### src/rtl/moore_1101_frame_ctrl_if.sv
//============================================================================
// Module   : moore_1101_frame_ctrl_if
// Purpose  : Host handshake and detector-side signal bundle for the 1101
//            frame controller. The controller uses the slave modport. The
//            environment (host plus detector) uses the master modport.
//            With MOORE_1101_FRAME_CTRL_POS_EN defined, the first-hit
//            position outputs are added to the bundle.
// Revision : 1.0 - initial release
//============================================================================
`timescale 1ns/1ps
`default_nettype none

interface moore_1101_frame_ctrl_if #(
    parameter int FRAME_W = 8,
    parameter int CNT_W   = 4,
    parameter int IDX_W   = 3
);
    logic               Start_i;
    logic [FRAME_W-1:0] Frame_i;
    logic               Busy_o;
    logic               Done_o;
    logic [CNT_W-1:0]   Hit_cnt_o;
    logic               Det_clr_o;
    logic               Det_din_o;
    logic               Det_y_i;
`ifdef MOORE_1101_FRAME_CTRL_POS_EN
    logic [IDX_W-1:0]   First_pos_o;
    logic               First_vld_o;

    modport master (
        output Start_i, Frame_i, Det_y_i,
        input  Busy_o, Done_o, Hit_cnt_o, Det_clr_o, Det_din_o,
        input  First_pos_o, First_vld_o
    );
    modport slave (
        input  Start_i, Frame_i, Det_y_i,
        output Busy_o, Done_o, Hit_cnt_o, Det_clr_o, Det_din_o,
        output First_pos_o, First_vld_o
    );
`else
    modport master (
        output Start_i, Frame_i, Det_y_i,
        input  Busy_o, Done_o, Hit_cnt_o, Det_clr_o, Det_din_o
    );
    modport slave (
        input  Start_i, Frame_i, Det_y_i,
        output Busy_o, Done_o, Hit_cnt_o, Det_clr_o, Det_din_o
    );
`endif
endinterface

`default_nettype wire

### src/rtl/moore_1101_frame_ctrl.sv
//============================================================================
// Module   : moore_1101_frame_ctrl
// Purpose  : Frame-level sequencer for an external Moore 1101 detector.
//            It accepts a parallel frame, clears the detector for one
//            cycle, and shifts the frame MSB-first into the detector's Din.
//            It then samples Y one cycle behind each bit and counts the
//            hits, saturating at the counter's maximum value.
//            Optional: MOORE_1101_FRAME_CTRL_POS_EN adds First_pos_o and
//            First_vld_o, which report the first hit in the frame.
// Revision : 1.0 - initial release
//============================================================================
`timescale 1ns/1ps
`default_nettype none

module moore_1101_frame_ctrl #(
    parameter int FRAME_W = 8,
    parameter int CNT_W   = 4,
    parameter int IDX_W   = 3
) (
    input  wire logic              Clk,
    input  wire logic              Rst,
    moore_1101_frame_ctrl_if.slave bus
);

    // State encoding
    localparam logic [2:0] c_IDLE  = 3'd0;
    localparam logic [2:0] c_CLEAR = 3'd1;
    localparam logic [2:0] c_SHIFT = 3'd2;
    localparam logic [2:0] c_DRAIN = 3'd3;
    localparam logic [2:0] c_DONE  = 3'd4;

    localparam logic [IDX_W-1:0] c_IDX_LAST = IDX_W'(FRAME_W - 1);
    localparam logic [IDX_W-1:0] c_IDX_ONE  = IDX_W'(1);
    localparam logic [CNT_W-1:0] c_CNT_MAX  = {CNT_W{1'b1}};
    localparam logic [CNT_W-1:0] c_CNT_ONE  = CNT_W'(1);

    logic [2:0]         r_state;
    logic [FRAME_W-1:0] r_shreg;
    logic [IDX_W-1:0]   r_idx;
    logic [CNT_W-1:0]   r_cnt;

    logic w_accept;
    logic w_sample;
    logic w_hit;

    // A start request only counts in IDLE. It is ignored in every other state.
    assign w_accept = (r_state == c_IDLE) && bus.Start_i;

    // Y lags Din by one cycle. The first SHIFT cycle shows the post-clear
    // state, so sampling runs from SHIFT idx 1 up to and including DRAIN.
    assign w_sample = ((r_state == c_SHIFT) && (r_idx != '0)) ||
                      (r_state == c_DRAIN);
    assign w_hit    = w_sample && bus.Det_y_i;

    // Frame sequencing: state, shift register and bit index
    always_ff @(posedge Clk or posedge Rst) begin
        if (Rst) begin
            r_state <= c_IDLE;
            r_shreg <= '0;
            r_idx   <= '0;
        end else begin
            case (r_state)
                c_IDLE: begin
                    if (bus.Start_i) begin
                        r_shreg <= bus.Frame_i;
                        r_state <= c_CLEAR;
                    end
                end
                c_CLEAR: begin
                    r_idx   <= '0;
                    r_state <= c_SHIFT;
                end
                c_SHIFT: begin
                    r_shreg <= {r_shreg[FRAME_W-2:0], 1'b0};
                    r_idx   <= r_idx + c_IDX_ONE;
                    if (r_idx == c_IDX_LAST) begin
                        r_state <= c_DRAIN;
                    end
                end
                c_DRAIN: begin
                    r_state <= c_DONE;
                end
                c_DONE: begin
                    r_state <= c_IDLE;
                end
                default: begin
                    r_state <= c_IDLE;
                end
            endcase
        end
    end

    // Hit counter: cleared on accept and held after DONE. It saturates
    // rather than wrapping.
    always_ff @(posedge Clk or posedge Rst) begin
        if (Rst) begin
            r_cnt <= '0;
        end else if (w_accept) begin
            r_cnt <= '0;
        end else if (w_hit && (r_cnt != c_CNT_MAX)) begin
            r_cnt <= r_cnt + c_CNT_ONE;
        end
    end

    // Outputs are decoded from registered state only
    assign bus.Busy_o    = (r_state != c_IDLE);
    assign bus.Done_o    = (r_state == c_DONE);
    assign bus.Det_clr_o = (r_state == c_CLEAR);
    assign bus.Det_din_o = (r_state == c_SHIFT) ? r_shreg[FRAME_W-1] : 1'b0;
    assign bus.Hit_cnt_o = r_cnt;

`ifdef MOORE_1101_FRAME_CTRL_POS_EN
    logic [IDX_W-1:0] r_first_pos;
    logic             r_first_vld;
    logic [IDX_W-1:0] w_hit_pos;

    // In SHIFT, Y belongs to the previous bit. In DRAIN, Y belongs to the
    // last bit of the frame.
    assign w_hit_pos = (r_state == c_DRAIN) ? c_IDX_LAST : (r_idx - c_IDX_ONE);

    // Latch the position of the first counted hit; held until the next accept
    always_ff @(posedge Clk or posedge Rst) begin
        if (Rst) begin
            r_first_pos <= '0;
            r_first_vld <= 1'b0;
        end else if (w_accept) begin
            r_first_pos <= '0;
            r_first_vld <= 1'b0;
        end else if (w_hit && !r_first_vld) begin
            r_first_pos <= w_hit_pos;
            r_first_vld <= 1'b1;
        end
    end

    assign bus.First_pos_o = r_first_pos;
    assign bus.First_vld_o = r_first_vld;
`else
    // No first-hit position tracking in this build
`endif

endmodule

`default_nettype wire
### src/flat_wrapper.sv
// flat-port wrapper written by rule: the top's interface ports become plain ports
module moore_1101_frame_ctrl_flat 
#(
    parameter int FRAME_W = 8,
    parameter int CNT_W   = 4,
    parameter int IDX_W   = 3
)
  (Clk, Rst, bus_Start_i, bus_Frame_i, bus_Det_y_i, bus_Busy_o, bus_Done_o, bus_Hit_cnt_o, bus_Det_clr_o, bus_Det_din_o);
  moore_1101_frame_ctrl_if #(.FRAME_W(FRAME_W), .CNT_W(CNT_W), .IDX_W(IDX_W)) bus_i ();
  input  wire logic Clk;
  input  wire logic Rst;
  input wire logic [$bits(bus_i.Start_i)-1:0] bus_Start_i;
  input wire logic [$bits(bus_i.Frame_i)-1:0] bus_Frame_i;
  input wire logic [$bits(bus_i.Det_y_i)-1:0] bus_Det_y_i;
  output wire logic [$bits(bus_i.Busy_o)-1:0] bus_Busy_o;
  output wire logic [$bits(bus_i.Done_o)-1:0] bus_Done_o;
  output wire logic [$bits(bus_i.Hit_cnt_o)-1:0] bus_Hit_cnt_o;
  output wire logic [$bits(bus_i.Det_clr_o)-1:0] bus_Det_clr_o;
  output wire logic [$bits(bus_i.Det_din_o)-1:0] bus_Det_din_o;
  assign bus_i.Start_i = bus_Start_i;
  assign bus_i.Frame_i = bus_Frame_i;
  assign bus_i.Det_y_i = bus_Det_y_i;
  assign bus_Busy_o = bus_i.Busy_o;
  assign bus_Done_o = bus_i.Done_o;
  assign bus_Hit_cnt_o = bus_i.Hit_cnt_o;
  assign bus_Det_clr_o = bus_i.Det_clr_o;
  assign bus_Det_din_o = bus_i.Det_din_o;
  moore_1101_frame_ctrl #(.FRAME_W(FRAME_W), .CNT_W(CNT_W), .IDX_W(IDX_W)) u_core (.Clk(Clk), .Rst(Rst), .bus(bus_i));
endmodule
### config.mk
export PLATFORM = sky130hd
export DESIGN_NAME = moore_1101_frame_ctrl_flat
export DESIGN_NICKNAME = d
export VERILOG_FILES = /design/src/rtl/moore_1101_frame_ctrl_if.sv /design/src/rtl/moore_1101_frame_ctrl.sv /design/src/flat_wrapper.sv
export SDC_FILE = /design/constraint.sdc
export NUM_CORES = 1
export LEC_CHECK = 0
export ABC_AREA = 1
export CORE_ASPECT_RATIO = 1.75
export CORE_MARGIN = 2
export CORE_UTILIZATION = 40
export DETAILED_ROUTE_END_ITERATION = 7
export PLACE_DENSITY_LB_ADDON = 0.1
export SYNTH_ARGS = -nofsm -noshare
export SYNTH_HDL_FRONTEND = slang
export SYNTH_SLANG_ARGS = --single-unit
export TNS_END_PERCENT = 10
### constraint.sdc
create_clock -name Clk -period 1 [get_ports Clk]
set_input_delay 0.2 -clock Clk [delete_from_list [all_inputs] [get_ports Clk]]
set_output_delay 0.2 -clock Clk [all_outputs]
set_load 0.01 [all_outputs]
==> run_results.csv <==
group,metric,value,unit
detailed_routing,ant_nets,0,
status,status,"finished with violations",
place,place_hpwl,1734,um
final_layout,multi_input_area,616.8,sq um
timing,max_freq,0.7390,GHz
power,powerDensity,3118,mW/mm^2
cts,insertion_delay,0.26,ns
power,swShare,0.4318,
timing,finalWorstPathRequiredPeriod,1.353,ns
power,p_seq_frac,0.256,
timing,post-route-period-util,1.353,
detailed_routing,dr.pass1.iters,4,
setup_path,rrSetupSlack,-0.35,ns
synthesis,syn_inst,129,
synthesis,mappedNetlistArea,0.001067,sq mm
synthesis,synth_common_cells,"nand2_1, inv_1, dfrtp_1",
synthesis,yosysWarnings,0,
synthesis,ys.flop_type,"dfrtp_1",
flow_run,drv_cap,0,
power,cellInternalPower,2.970,mW
timing,fin_setup_tns,-5.737,ns
cts,cts_buffer_depth,2,
final_layout,nets,193,
cts,cts_sinks,18,
synthesis,synthesis.nets,145,
detailed_routing,finalWirelength,2716,um
final_layout,seq_area,454.2,sq um
global_route,track_usage,0.2025,
min_path,hp-class,"in -> async",
timing,layout_setup_ws,-0.3532,ns
detailed_routing,drc,0,
detailed_routing,routedWlPerCell,13.45,um
timing,max-slew-margin-rel,0.8363,
global_route,grt_max_degree,29,
power,total_power,5.227,mW
floorplanning,pin_count,20,
timing,finalHoldViolations,0,
detailed_routing,drt_iter0_markers,20,
power,switchingPower,2.257,mW
setup_path,cp-start-kind,"flip-flop",
timing,worst_hold_slack,0.2546,ns
final_layout,instances_no_fill,202,
cts,cts_max_level,1,
cts,clk_pin_slew,0.07,ns
synthesis,synth.distinct_cells,21,
synthesis,synth.area.top_cells,"dfrtp_1, nand2_1, inv_1, nand3_1, ha_1",
synthesis,synth.most_common_cell,"nand2_1",
final_layout,area_growth,57.09,%
floorplanning,core,0.002522,sq mm
timing,rsz0062_at_grt,"true",
setup_path,end_kind,"flip-flop",
cts,tritoncts,"done",
floorplanning,initial_core_util,0.4231,
synthesis,synth_top_cell_by_area,"dfrtp_1",
global_route,grt_antenna_before_repair,0,
setup_path,reg2reg_from,"u_core.r_state[0]",
final_layout,antennaDiodeCount,0,
timing,worst_slew_pin_slew,0.2448,ns
power,power_frac_clock,0.104,
cts,cts_hold_buf,0,
cts,root_buffer,"clkbuf_8",
floorplanning,rows,24,
power,p_leak,0.8689,nW
synthesis,synth.yosys.seq_area_share,0.4220,
cts,numCtsBuffers,3,
place,gp_congestion,0.7398,
synthesis,yosys.area.top_type_share,0.4220,
timing,finalSetupViolations,24,
place,dpl-instance-area,0.001404,sq mm
detailed_routing,via_count,1000,
global_route,grt_overflow_total,0,
floorplanning,die_w,43.05,um
setup_path,worst-endpoint-arrival,1.50,ns
synthesis,avgSynthCellArea,8.273,sq um
power,ir_drop,1787,uV
global_route,grt_pass1_wl,4712,um
synthesis,synth_seq_cells,18,
synthesis,synth_edf_count,0,
detailed_routing,vias_per_cell,4.950,
global_route,grt_pass1_vias,1110,
setup_path,reg2reg_depth,7,
setup_path,critPathRequiredTime,1.15,ns
setup_path,worstReg2RegEnd,"u_core.r_shreg[7]",
timing,slew_viol_final,0,
floorplanning,die_y,72.33,um
final_layout,stdcell_area,0.001677,sq mm
place,placedCellCount,189,
setup_path,cp_max_fo,5,
timing,skew,0.008629,ns
floorplanning,dieArea,0.003113,sq mm
final_layout,drive_gt1_frac,0.4205,
status,violations,"negative setup slack",
final_layout,fillers,213,
setup_path,crit_type,"reg -> reg",
synthesis,synthArstFlopShare,1.000,
power,combPwrFrac,0.640,
place,port_buffers,19,
[critical path, cell delays in order, from the launching register on]
cell and delay, ns:
dfrtp_2 0.45, inv_2 0.10, buf_6 0.12, buf_6 0.12, nand4_4 0.15, buf_6 0.19
nand3_2 0.05, nand2_1 0.05
[final cells by class]
type / count / share of cell area
inverters: 25 / 0.05896
well taps: 26 / 0.01940
multi-input cells: 83 / 0.3679
flip-flops and latches: 18 / 0.2709
clock buffers: 4 / 0.02687
repair buffers: 46 / 0.2560
[routing by layer]
layer  up-vias  wire (um)  global-route usage
met2        20       1564              0.3704
met1       467        990              0.2073
met4         0         87              0.1313
met3         8         74             0.02736
met5         -          0                   0
li1        505          -                   -
[worst max path at each step]
stage                                         end              start  slack (ns)  cells past startpoint
final                           u_core.r_shreg[7]  u_core.r_state[0]       -0.35                      7
after detailed placement               bus_Done_o  u_core.r_state[0]       -0.46                      2
after floorplan                     bus_Det_din_o  u_core.r_state[0]       -0.14                      5
after global placement              bus_Det_din_o  u_core.r_state[2]       -0.43                      4
after global routing      u_core.bus.Hit_cnt_o[3]  u_core.r_state[0]       -0.39                      8
after CTS                              bus_Done_o  u_core.r_state[0]       -0.31                      3
[logic make-up after synthesis]
group,share of synthesized area
xor gates and xnor gates,0.008208
adders and majority gates,0.04690
DFF,0.4220
buffers and inverters,0.1348
and+or+nand+nor,0.3060
AOI/OAI and AO/OA,0.08207
[stage by stage]
step / setup slack, ns / util
floorplan: -0.1403 / -
global placement: -0.4259 / 0.5565
detailed placement: -0.4640 / 0.5565
CTS: -0.3113 / 0.6334
global route: -0.3948 / 0.6647
finish: -0.3532 / 0.6647
[power by group through the flow]
stage | clock, mW | combinational, mW | sequential, mW
finish | 0.544 | 3.34 | 1.34
global route | 0.587 | 3.68 | 1.38
CTS | 0.569 | 3.08 | 1.30
detailed placement | 0 | 2.55 | 1.28
global placement | 0 | 2.49 | 1.26
floorplan | 0 | 1.62 | 1.30
[registers in the layout, indices dropped and copies added, names as in the netlist]
signal	cells
u_core.bus.Hit_cnt_o	4
u_core.r_idx	3
u_core.r_state	3
u_core.r_shreg	8
[cells in the final DEF, fill, tap and decap left out, types with 2 or more instances in the layout]
cell	count
nand3_2	10
dfrtp_1	15
nand2_2	2
dfrtp_2	3
buf_2	4
clkdlybuf4s50_1	11
buf_6	11
nand4_1	2
nand3_1	5
inv_1	22
nand3_4	4
buf_4	18
ha_1	3
inv_4	2
o22ai_2	4
buf_12	2
clkbuf_8	3
o21ai_1	7
nor2_4	2
nand2_1	34
[timing repair]
action                     4_1_cts  5_1_grt
setup endpoints to repair       25       25
gates resized for setup         59       14
cloned                           1        0
pin swaps                        8        7
buffers inserted                 7        1
No activity file was read; power rests on OpenSTA's default activity.
